--- src/rtl/mem_port_arbiter_if.sv ---
// Bundle of CPU, DMA and RAM signals around the data-RAM arbiter.
// master = requesters plus RAM side; slave = the arbiter itself.
interface mem_port_arbiter_if #(
  parameter int ADDR_W = 16,
  parameter int DATA_W = 16
);
  logic              cpu_req;
  logic              cpu_we;
  logic [ADDR_W-1:0] cpu_addr;
  logic [DATA_W-1:0] cpu_wdata;
  logic              cpu_stall;
  logic [DATA_W-1:0] cpu_rdata;
  logic              cpu_rvalid;

  logic              dma_req;
  logic              dma_we;
  logic [ADDR_W-1:0] dma_addr;
  logic [DATA_W-1:0] dma_wdata;
  logic              dma_gnt;
  logic [DATA_W-1:0] dma_rdata;
  logic              dma_rvalid;

  logic [ADDR_W-1:0] ram_addr;
  logic              ram_read;
  logic              ram_write;
  logic [DATA_W-1:0] ram_wdata;
  logic [DATA_W-1:0] ram_rdata;

  modport master (
    output cpu_req, cpu_we, cpu_addr, cpu_wdata,
    input  cpu_stall, cpu_rdata, cpu_rvalid,
    output dma_req, dma_we, dma_addr, dma_wdata,
    input  dma_gnt, dma_rdata, dma_rvalid,
    input  ram_addr, ram_read, ram_write, ram_wdata,
    output ram_rdata
  );

  modport slave (
    input  cpu_req, cpu_we, cpu_addr, cpu_wdata,
    output cpu_stall, cpu_rdata, cpu_rvalid,
    input  dma_req, dma_we, dma_addr, dma_wdata,
    output dma_gnt, dma_rdata, dma_rvalid,
    output ram_addr, ram_read, ram_write, ram_wdata,
    input  ram_rdata
  );
endinterface

--- src/rtl/mem_port_arbiter.sv ---
// CPU/DMA arbiter for the single-ported data RAM: accept -> RAM pins 1 cycle -> rvalid 2 cycles.
// Losing CPU sees cpu_stall; DMA waits for dma_gnt and is forced through after STARVE_LIMIT contested CPU wins.
module mem_port_arbiter #(
  parameter int ADDR_W       = 16,
  parameter int DATA_W       = 16,
  parameter int STARVE_LIMIT = 4
) (
  input  logic clk,
  input  logic reset_n,
  mem_port_arbiter_if.slave bus
);

  typedef enum logic [1:0] {
    OWN_NONE = 2'd0,
    OWN_CPU  = 2'd1,
    OWN_DMA  = 2'd2
  } owner_e;

  localparam logic [3:0] LIMIT = 4'(STARVE_LIMIT);

  logic [3:0]        starve_cnt;
  owner_e            rd_owner;
  owner_e            rsp_owner;
  logic              contested;
  logic              forced_dma;
  logic              cpu_gnt;
  logic              dma_gnt;
  logic [DATA_W-1:0] cpu_rdata_q;
  logic [DATA_W-1:0] dma_rdata_q;

  // Grants are masked by reset_n so nothing is accepted while reset is held.
  always_comb begin
    contested  = bus.cpu_req & bus.dma_req;
    forced_dma = contested & (starve_cnt >= LIMIT);
    cpu_gnt    = reset_n & bus.cpu_req & ~forced_dma;
    dma_gnt    = reset_n & bus.dma_req & (~bus.cpu_req | forced_dma);
  end

  assign bus.cpu_stall = bus.cpu_req & ~cpu_gnt;
  assign bus.dma_gnt   = dma_gnt;

  always_ff @(posedge clk or negedge reset_n) begin
    if (!reset_n) begin
      starve_cnt    <= 4'd0;
      bus.ram_addr  <= '0;
      bus.ram_wdata <= '0;
      bus.ram_read  <= 1'b0;
      bus.ram_write <= 1'b0;
      rd_owner      <= OWN_NONE;
      rsp_owner     <= OWN_NONE;
      cpu_rdata_q   <= '0;
      dma_rdata_q   <= '0;
    end else begin
      if (dma_gnt) begin
        starve_cnt <= 4'd0;
      end else if (contested && cpu_gnt && starve_cnt < LIMIT) begin
        starve_cnt <= starve_cnt + 4'd1;
      end

      bus.ram_read  <= 1'b0;
      bus.ram_write <= 1'b0;
      rd_owner      <= OWN_NONE;
      if (cpu_gnt) begin
        bus.ram_addr  <= bus.cpu_addr;
        bus.ram_wdata <= bus.cpu_wdata;
        bus.ram_write <= bus.cpu_we;
        bus.ram_read  <= ~bus.cpu_we;
        rd_owner      <= bus.cpu_we ? OWN_NONE : OWN_CPU;
      end else if (dma_gnt) begin
        bus.ram_addr  <= bus.dma_addr;
        bus.ram_wdata <= bus.dma_wdata;
        bus.ram_write <= bus.dma_we;
        bus.ram_read  <= ~bus.dma_we;
        rd_owner      <= bus.dma_we ? OWN_NONE : OWN_DMA;
      end

      // RAM data arrives one cycle after the strobe, so ownership follows one stage behind.
      rsp_owner <= rd_owner;
      if (bus.cpu_rvalid) cpu_rdata_q <= bus.ram_rdata;
      if (bus.dma_rvalid) dma_rdata_q <= bus.ram_rdata;
    end
  end

  assign bus.cpu_rvalid = (rsp_owner == OWN_CPU);
  assign bus.dma_rvalid = (rsp_owner == OWN_DMA);
  assign bus.cpu_rdata  = bus.cpu_rvalid ? bus.ram_rdata : cpu_rdata_q;
  assign bus.dma_rdata  = bus.dma_rvalid ? bus.ram_rdata : dma_rdata_q;

endmodule

--- src/flat_wrapper.sv ---
// flat-port wrapper written by rule: the top's interface ports become plain ports
module mem_port_arbiter_flat 
#(
  parameter int ADDR_W       = 16,
  parameter int DATA_W       = 16,
  parameter int STARVE_LIMIT = 4
)
  (clk, reset_n, bus_cpu_req, bus_cpu_we, bus_cpu_addr, bus_cpu_wdata, bus_cpu_stall, bus_cpu_rdata, bus_cpu_rvalid, bus_dma_req, bus_dma_we, bus_dma_addr, bus_dma_wdata, bus_dma_gnt, bus_dma_rdata, bus_dma_rvalid, bus_ram_addr, bus_ram_read, bus_ram_write, bus_ram_wdata, bus_ram_rdata);
  mem_port_arbiter_if #(.ADDR_W(ADDR_W), .DATA_W(DATA_W)) bus_i ();
  input  logic clk;
  input  logic reset_n;
  input wire logic [$bits(bus_i.cpu_req)-1:0] bus_cpu_req;
  input wire logic [$bits(bus_i.cpu_we)-1:0] bus_cpu_we;
  input wire logic [$bits(bus_i.cpu_addr)-1:0] bus_cpu_addr;
  input wire logic [$bits(bus_i.cpu_wdata)-1:0] bus_cpu_wdata;
  output wire logic [$bits(bus_i.cpu_stall)-1:0] bus_cpu_stall;
  output wire logic [$bits(bus_i.cpu_rdata)-1:0] bus_cpu_rdata;
  output wire logic [$bits(bus_i.cpu_rvalid)-1:0] bus_cpu_rvalid;
  input wire logic [$bits(bus_i.dma_req)-1:0] bus_dma_req;
  input wire logic [$bits(bus_i.dma_we)-1:0] bus_dma_we;
  input wire logic [$bits(bus_i.dma_addr)-1:0] bus_dma_addr;
  input wire logic [$bits(bus_i.dma_wdata)-1:0] bus_dma_wdata;
  output wire logic [$bits(bus_i.dma_gnt)-1:0] bus_dma_gnt;
  output wire logic [$bits(bus_i.dma_rdata)-1:0] bus_dma_rdata;
  output wire logic [$bits(bus_i.dma_rvalid)-1:0] bus_dma_rvalid;
  output wire logic [$bits(bus_i.ram_addr)-1:0] bus_ram_addr;
  output wire logic [$bits(bus_i.ram_read)-1:0] bus_ram_read;
  output wire logic [$bits(bus_i.ram_write)-1:0] bus_ram_write;
  output wire logic [$bits(bus_i.ram_wdata)-1:0] bus_ram_wdata;
  input wire logic [$bits(bus_i.ram_rdata)-1:0] bus_ram_rdata;
  assign bus_i.cpu_req = bus_cpu_req;
  assign bus_i.cpu_we = bus_cpu_we;
  assign bus_i.cpu_addr = bus_cpu_addr;
  assign bus_i.cpu_wdata = bus_cpu_wdata;
  assign bus_cpu_stall = bus_i.cpu_stall;
  assign bus_cpu_rdata = bus_i.cpu_rdata;
  assign bus_cpu_rvalid = bus_i.cpu_rvalid;
  assign bus_i.dma_req = bus_dma_req;
  assign bus_i.dma_we = bus_dma_we;
  assign bus_i.dma_addr = bus_dma_addr;
  assign bus_i.dma_wdata = bus_dma_wdata;
  assign bus_dma_gnt = bus_i.dma_gnt;
  assign bus_dma_rdata = bus_i.dma_rdata;
  assign bus_dma_rvalid = bus_i.dma_rvalid;
  assign bus_ram_addr = bus_i.ram_addr;
  assign bus_ram_read = bus_i.ram_read;
  assign bus_ram_write = bus_i.ram_write;
  assign bus_ram_wdata = bus_i.ram_wdata;
  assign bus_i.ram_rdata = bus_ram_rdata;
  mem_port_arbiter #(.ADDR_W(ADDR_W), .DATA_W(DATA_W), .STARVE_LIMIT(STARVE_LIMIT)) u_core (.clk(clk), .reset_n(reset_n), .bus(bus_i));
endmodule
--- config.mk ---
export PLATFORM = sky130hd
export DESIGN_NAME = mem_port_arbiter_flat
export DESIGN_NICKNAME = d
export VERILOG_FILES = /design/src/rtl/mem_port_arbiter_if.sv /design/src/rtl/mem_port_arbiter.sv /design/src/flat_wrapper.sv
export SDC_FILE = /design/constraint.sdc
export NUM_CORES = 1
export LEC_CHECK = 0
export CORE_MARGIN = 2
export CORE_UTILIZATION = 37
export DETAILED_ROUTE_END_ITERATION = 7
export HOLD_SLACK_MARGIN = 0.06
export PLACE_DENSITY = 0.78
export SLEW_MARGIN = 20
export SYNTH_ARGS = -nofsm -noshare
export SYNTH_HDL_FRONTEND = slang
export SYNTH_SLANG_ARGS = --single-unit
--- constraint.sdc ---
create_clock -name clk -period 2.4 [get_ports clk]
set_input_delay 0.36 -clock clk [delete_from_list [all_inputs] [get_ports clk]]
set_output_delay 0.36 -clock clk [all_outputs]
set_load 0.005 [all_outputs]
==> impl_summary.md, run 1 <==
Clock network
The clock passes through at most 2 buffers. The number of setup buffers added after CTS is 0. The TritonCTS buffer count is 9. The cell at the root of the clock tree is sky130_fd_sc_hd__clkbuf_8. The clock drives 74 sinks.

The CTS H-tree depth is 3. The source-to-sink clock delay at the later pin of the worst-skew pair is 330 ps. The CTS clock-pin slew for the worst setup and hold paths is 70 ps. TritonCTS built the clock tree.

Worst setup path
The count of buffer and inverter cells on the critical path is 2. The biggest cell delay along the critical path is 470 ps. The worst setup path is captured at a primary output. The critical path goes through nor2b_1 > buf_6 > mux2_2 > clkdlybuf4s50_1. STA classifies the critical path startpoint as a register. Among all stages on the critical path, the largest delay is contributed by sky130_fd_sc_hd__clkdlybuf4s50_1. For the worst setup path, the data required time is 2040 ps.

The start of the worst register-to-register path is u_core.starve_cnt[2]. The data arrival time of the critical path is 1910 ps. The timing startpoint of the critical path is u_core.rsp_owner[1]. Grouping stages by cell kind, the critical path spends the most delay in buffers and inverters.

The critical path in this run is classified as reg -> out. Along the worst path, the maximum fanout reaches 17.

STA
Across the routed clock network, the largest skew measured is 7.909 ps. Setup violations remaining at the end of the flow were counted as 0. Setup repair after global routing left no endpoint under its margin. The final critical path time including I/O delays and setup is 2273 ps.

The slew at the pin with the worst max-slew slack is 898.1 ps. Summed over all failing endpoints, the final setup total negative slack is 0 ps. The hold violation total from the final report is 0.

In the finished design, the share of the clock period the worst path needs comes to 94.69%. The highest attainable clock frequency is 0.4400 GHz. The worst hold slack after final layout is 359.1 ps. The relative max-transition margin is 40.13%. The number of max-slew violations in the final report is 0.

Route
The number of design rule violations left after detail routing is 0. Summed over all layers, the routed wires come to 7.835 mm. Dividing the detail-routed wire length by the instance count gives 16.43 µm. In this run the remaining antenna-violating nets after routing total 0. The first-iteration detailed-routing DRC count is 73. The number of vias per cell is 4.868. The first-pass iteration count of the detailed router is 5. Detailed routing inserted a total of 2322 vias.

Logic synthesis
The net count after synthesis is 298. By area the synthesized netlist is led by sky130_fd_sc_hd__dfrtp_1 (62%), sky130_fd_sc_hd__mux2_2 (12%), sky130_fd_sc_hd__a221o_1 (10%). The sequential fraction of the synthesis area is 62.05%. The cell area after synthesis is 2984 µm². Counting distinct cell types in the post-synthesis netlist gives 27. Each instance of the synthesized netlist takes up on average 14.14 µm². The number of register bits inferred by synthesis is 74. The number of instances in the synthesized netlist is 211. The area fraction of the dominant cell type after synthesis is 62.05%. Summed over all instances, the cell type with the most area after synthesis is sky130_fd_sc_hd__dfrtp_1. For this run, the number of Yosys warnings is 0.

Final layout
The fill cell total of the finished layout is 658. The most common library cell in the layout ignoring fill and taps is sky130_fd_sc_hd__clkdlybuf4s50_1. After the last flow step, the layout net total stands at 458. The final core utilization is 62.37%. The area growth from synthesis to layout is 62.35%. Of the cells placed in the final design, the portion with a size suffix greater than 1 is 16.27%.

The final non-filler cell total is 477. In the layout the commonest cells are sky130_fd_sc_hd__clkdlybuf4s50_1 (154), sky130_fd_sc_hd__dfrtp_1 (74), sky130_fd_sc_hd__and2_1 (33). 0 antenna diodes ended up in the layout.

Run status
The flow ran to the end, and the final reports show no timing, DRC or antenna violations.

Floorplanning
The total area inside the core boundary comes to 7767 µm². The overall die height is 93.81 µm. The starting utilization of the core area is 38.42%.

The number of cell rows is 32. The boundary pin count is 156. The die area is 8799 µm². The floorplan step set the die width to 93.81 µm.

Worst hold path
The worst hold path belongs to the class reg -> reg. The worst hold path begins at u_core.rd_owner[0].

Global route
The first global-routing pass estimated 12.30 mm of wire. The via count of the first global-routing pass is 2491. Global routing used 18.13% of the available tracks. For this run the aggregate overflow at the end of global routing stands at 0. The maximum number of pins on one net before global-route repair is 74. The number of antenna violations at the first check in global routing is 0.

Placed design
Routability-driven placement finished with a final weighted congestion of 0.8294. After detailed placement, the design holds a cell count of 461. The total of buffers placed on input and output ports is 155.

The wire-length estimate of the detail-placed layout is 5.561 mm.

Pwr
Power spread over the standard cell area amounts to 722.0 nW/µm². Summed over all cells, the static leakage comes to 2.051 nW. IR analysis of the VDD net gives a maximum drop of 257.1 µV.

Run
The max-cap violation count is 0.
power breakdown:
| part | internal (mW) | switching (mW) | total [mW] |
|---|---|---|---|
| clock network | 0.469 | 0.440 | 0.909 |
| logic | 0.701 | 0.338 | 1.04 |
| registers | 1.47 | 0.0791 | 1.55 |
| total | 2.64 | 0.857 | 3.50 |
path summary, 6_finish.rpt:
kind / endpoint / slack, ps / cells after the start
max: bus_cpu_rdata[11] / 130 / 4
max in group asynchronous: u_core.bus.ram_wdata[2] / 870 / 3
min reg2reg: u_core.rsp_owner[0] / 360 / 0
min: u_core.rsp_owner[0] / 360 / 0
min in group asynchronous: u_core.bus.ram_write / 440 / 2
max reg2reg: u_core.bus.ram_addr[14] / 670 / 5
timing repair:
action,4_1_cts,5_1_grt
hold endpoints to repair,3,0
endpoints found under the setup margin,0,14
resized for setup,0,1
hold buffers,1,0
cell usage after synthesis, drive strengths merged:
| cell type | count |
|---|---|
| a221o | 32 |
| and2 | 34 |
| a21boi | 1 |
| nor2 | 3 |
| inv | 2 |
| nand2 | 2 |
| and3 | 1 |
| o21ai | 3 |
| a31oi | 1 |
| clkbuf | 5 |
| nand2b | 1 |
| dfrtp | 74 |
| ha | 1 |
| nand3 | 5 |
| mux2 | 32 |
| buf | 9 |
| o22ai | 1 |
| or3b | 1 |
| nor2b | 1 |
| nor3 | 1 |
| a21o | 1 |
cell families (layout without fill, tap and decap cells):
logic type | after synthesis | in the layout | share of synthesized area [%]
AO/OA/AOI/OAI | 39 | 39 | 12.24
multiplexers | 32 | 32 | 12.08
flip-flops | 74 | 74 | 62.05
AND/OR/NAND/NOR | 49 | 49 | 9.896
buffers and inverters | 16 | 180 | 3.312
adder cells (fa/ha/maj) | 1 | 1 | 0.4192
through the flow:
| stage | cell area [µm²] | worst slack, ps | power [mW] |
|---|---|---|---|
| floorplan | 2984 | 681.1 | 1.920 |
| global placement | 4641 | 196.7 | 2.588 |
| detailed placement | 4641 | 163.5 | 2.617 |
| CTS | 4833 | 60.00 | 3.542 |
| global route | 4845 | 12.75 | 3.697 |
| finish | 4845 | 127.5 | 3.498 |
routing by layer:
metal	vias up	part of all wire (%)	global-route usage, %
met2	96	48	29.23
met5	-	0	0
met1	1128	43	23.15
met4	0	1.2	5.072
met3	7	7.5	6.421
li1	1091	-	-
registers in the layout, summed over array words and instances (netlist names):
name	flops
u_core.bus.ram_addr	16
u_core.bus.ram_wdata	16
u_core.cpu_rdata_q	16
u_core.dma_rdata_q	16
u_core.starve_cnt	4
u_core.rd_owner	2
u_core.rsp_owner	2
u_core.bus.ram_read	1
u_core.bus.ram_write	1
cell type report:
type / count / area (µm²) / share of cell area [%]
clock buffer: 9 / 123.9 / 2.557
clock inverter: 6 / 58.81 / 1.214
inverter: 2 / 10.01 / 0.2066
multi-input combinational: 121 / 1045 / 21.57
sequential: 74 / 1852 / 38.22
tap: 102 / 127.6 / 2.634
timing repair buffer: 163 / 1628 / 33.60
No activity file was read; power rests on OpenSTA's default activity.
==> run 2: changes to the inputs <==
PLACE_DENSITY = 0.79   (was 0.78)
==> impl_summary.md, run 2 (same netlist as run 1, synthesis figures left out) <==
STA
The final critical path time including I/O delays and setup came to 2277 ps (was 2273 ps). The count of final setup violators is 0 (unchanged). The slew at the pin with the worst max-slew slack is 703.7 ps (was 898.1 ps). The relative max-transition margin came to 52.91% (was 40.13%). The setup total negative slack came to 0 ps (unchanged). The number of max-slew violations in the final report is 0 (unchanged).

The highest attainable clock frequency was 0.4392 GHz (was 0.4400 GHz). The hold violation total from the final report was 0 (unchanged). The share of the clock period used by the worst path is 94.87% (was 94.69%). The clock skew is 11.08 ps (was 7.909 ps).

The slack of the critical path is 123.2 ps (was 127.5 ps).

Clock network
The maximum clock path buffer count is 2 (unchanged). The count of clock tree sinks was 74 (unchanged). The number of setup buffers added after CTS is 0 (unchanged).

The CTS H-tree depth is 3 (unchanged). The clock tree from TritonCTS was yes (unchanged). The source-to-sink clock delay at the later pin of the worst-skew pair came to 340 ps (was 330 ps). The CTS clock-pin slew for the worst setup and hold paths is 80 ps (was 70 ps). The TritonCTS buffer count was 9 (unchanged). The cell at the root of the clock tree is sky130_fd_sc_hd__clkbuf_8 (unchanged).

Placed design
The placed standard-cell area came to 4643 µm² (was 4641 µm²). The detailed placer's ending HPWL is 5.789 mm (was 5.561 mm). The weighted congestion reported at the end of routability-driven placement is 0.7545 (was 0.8294).

The setup slack at placement came to 134.8 ps (was 163.5 ps). The total of buffers placed on input and output ports is 155 (unchanged).

Route
The first-pass iteration count of the detailed router is 4 (was 5). The via total after detailed routing is 2401 (was 2322). The total length of routed wires is 7.897 mm (was 7.835 mm). The first-iteration detailed-routing DRC count is 78 (was 73).

The number of antenna-violating nets in the routed design is 0 (unchanged). The post-detailed-route wirelength per cell is 16.45 µm (was 16.43 µm). The number of design rule violations left after detail routing came to 0 (unchanged). The number of vias per cell is 5.002 (was 4.868).

Worst setup path
The end of the worst register-to-register path is u_core.bus.ram_wdata[11] (was u_core.bus.ram_addr[14]). The classification of the worst setup path is reg -> out (unchanged). The start of the worst register-to-register path was u_core.starve_cnt[2] (unchanged). The count of cells along the worst register-to-register path was 5 (unchanged). The highest fanout seen on the critical path is 17 (unchanged). The data required time of the worst path is 2040 ps (about the same). The data arrival time of the critical path is 1920 ps (was 1910 ps).

The nature of the critical path endpoint is a primary output (unchanged). The sort of element at the start of the critical path is a register (unchanged). The worst-case register-to-register setup slack came to 660 ps (was 670 ps).

Pwr
The areal power density over the cells came to 741.5 nW/µm² (was 722.0 nW/µm²). The maximum ir drop on the vdd rail is 339.1 µV (was 257.1 µV). The static power due to leakage was 2.066 nW (was 2.051 nW).

Floorplanning
The horizontal extent of the die is 93.81 µm (unchanged). The standard cell core area is 7767 µm² (unchanged). The number of cell rows is 32 (unchanged).

The overall die height is 93.81 µm (unchanged). The die area was 8799 µm² (unchanged). The starting utilization of the core area was 38.42% (unchanged).

The boundary pin count is 156 (unchanged).

Final layout
Highest-count cells in the layout ignoring fill and taps: sky130_fd_sc_hd__clkdlybuf4s50_1 (154), sky130_fd_sc_hd__dfrtp_1 (74), sky130_fd_sc_hd__and2_1 (33) (unchanged). The fraction of layout instances using a drive strength above 1 is 16.40% (was 16.27%). The fill cell total of the finished layout was 622 (was 658). The count of antenna diodes in the layout is 0 (unchanged). The most common library cell in the layout ignoring fill and taps is sky130_fd_sc_hd__clkdlybuf4s50_1 (unchanged). The summed area of non-filler cells in the final layout was 4875 µm² (was 4845 µm²). The area used by sequential logic in the layout is 1852 µm² (unchanged). The final core utilization is 62.76% (was 62.37%).

The number of nets at the end of the flow came to 460 (was 458). The area taken by multi-input logic gates was 1045 µm² (unchanged). The area growth from synthesis to layout is 63.35% (was 62.35%).

Global route
The total routing resource utilization after global routing is 18.55% (was 18.13%). The via count of the first global-routing pass was 2665 (was 2491). The number of antenna violations at the first check in global routing came to 0 (unchanged). The aggregate global routing overflow came to 0 (unchanged). The first-pass GRT wire length was 12.53 mm (was 12.30 mm). The maximum number of pins on one net before global-route repair is 51 (was 74).

Worst hold path
The kind of path behind the tightest hold check is reg -> reg (unchanged). The worst hold path cell count is 0 (unchanged). The launch point of the worst hold path is u_core.rd_owner[1] (was u_core.rd_owner[0]).

The terminating pin of the worst hold path is u_core.rsp_owner[1] (was u_core.rsp_owner[0]).

Run status
Result of the run: complete, no violations (unchanged).

Run
The max-cap violation count is 0 (unchanged).
-- run 2: cell count changes in the layout (fill, tap and decap cells not counted), sizes merged --
cell	delta
buf	+2
clkinv	-2
bufinv	+1
clkbuf	+2
-- run 2: area by class of cell --
class / count / share of cell area, %
repair buffers: 165 / 33.44
multi-input cells: 121 / 21.43
inverters: 2 / 0.2053
clock inverters: 5 / 1.617
flip-flops and latches: 74 / 37.99
well taps: 102 / 2.618
clock buffers: 11 / 2.695
-- run 2: power by group --
| part | internal [mW] | total (mW) | switching, mW |
|---|---|---|---|
| Sequential | 1.47 | 1.55 | 0.0801 |
| Combinational | 0.700 | 1.04 | 0.339 |
| Clock | 0.585 | 1.02 | 0.439 |
-- run 2: how the worst max path moves through the flow --
stage                              startpoint                 endpoint
final                     u_core.rsp_owner[1]         bus_cpu_rdata[9]
after global routing      u_core.rsp_owner[1]         bus_cpu_rdata[6]
after CTS                 u_core.rsp_owner[1]         bus_cpu_rdata[9]
after detailed placement          bus_dma_req  u_core.bus.ram_wdata[3]
after global placement            bus_dma_req  u_core.bus.ram_wdata[1]
after floorplan           u_core.rsp_owner[1]        bus_cpu_rdata[10]
-- run 2: through the flow --
stage                     cells  hold slack (ps)  power [mW]
after floorplan             211            64.41       1.920
after global placement      463            167.4       2.587
after detailed placement    463            168.8       2.618
after CTS                   480            358.1       3.650
after global routing        480            363.6       3.826
final                       480            349.2       3.615
-- run 2: what timing repair did --
item / CTS / global route
gates resized for setup: 0 / 1
setup endpoints to repair: 0 / 2
hold buffers: 1 / 0
endpoints found under the hold margin: 1 / 0
-- run 2: critical path, stage by stage (launching register included) --
cell	delay, ps
sky130_fd_sc_hd__dfrtp_1	380
sky130_fd_sc_hd__nor2b_1	150
sky130_fd_sc_hd__buf_6	220
sky130_fd_sc_hd__mux2_2	360
sky130_fd_sc_hd__clkdlybuf4s50_1	460
-- run 2: routing by layer --
metal / track usage [%] / part of all wire [%] / vias up
li1: - / - / 1100
met1: 21.48 / 40 / 1196
met2: 32.38 / 52 / 94
met3: 5.778 / 6.9 / 11
met4: 6.401 / 1.4 / 0
met5: 0 / 0 / -
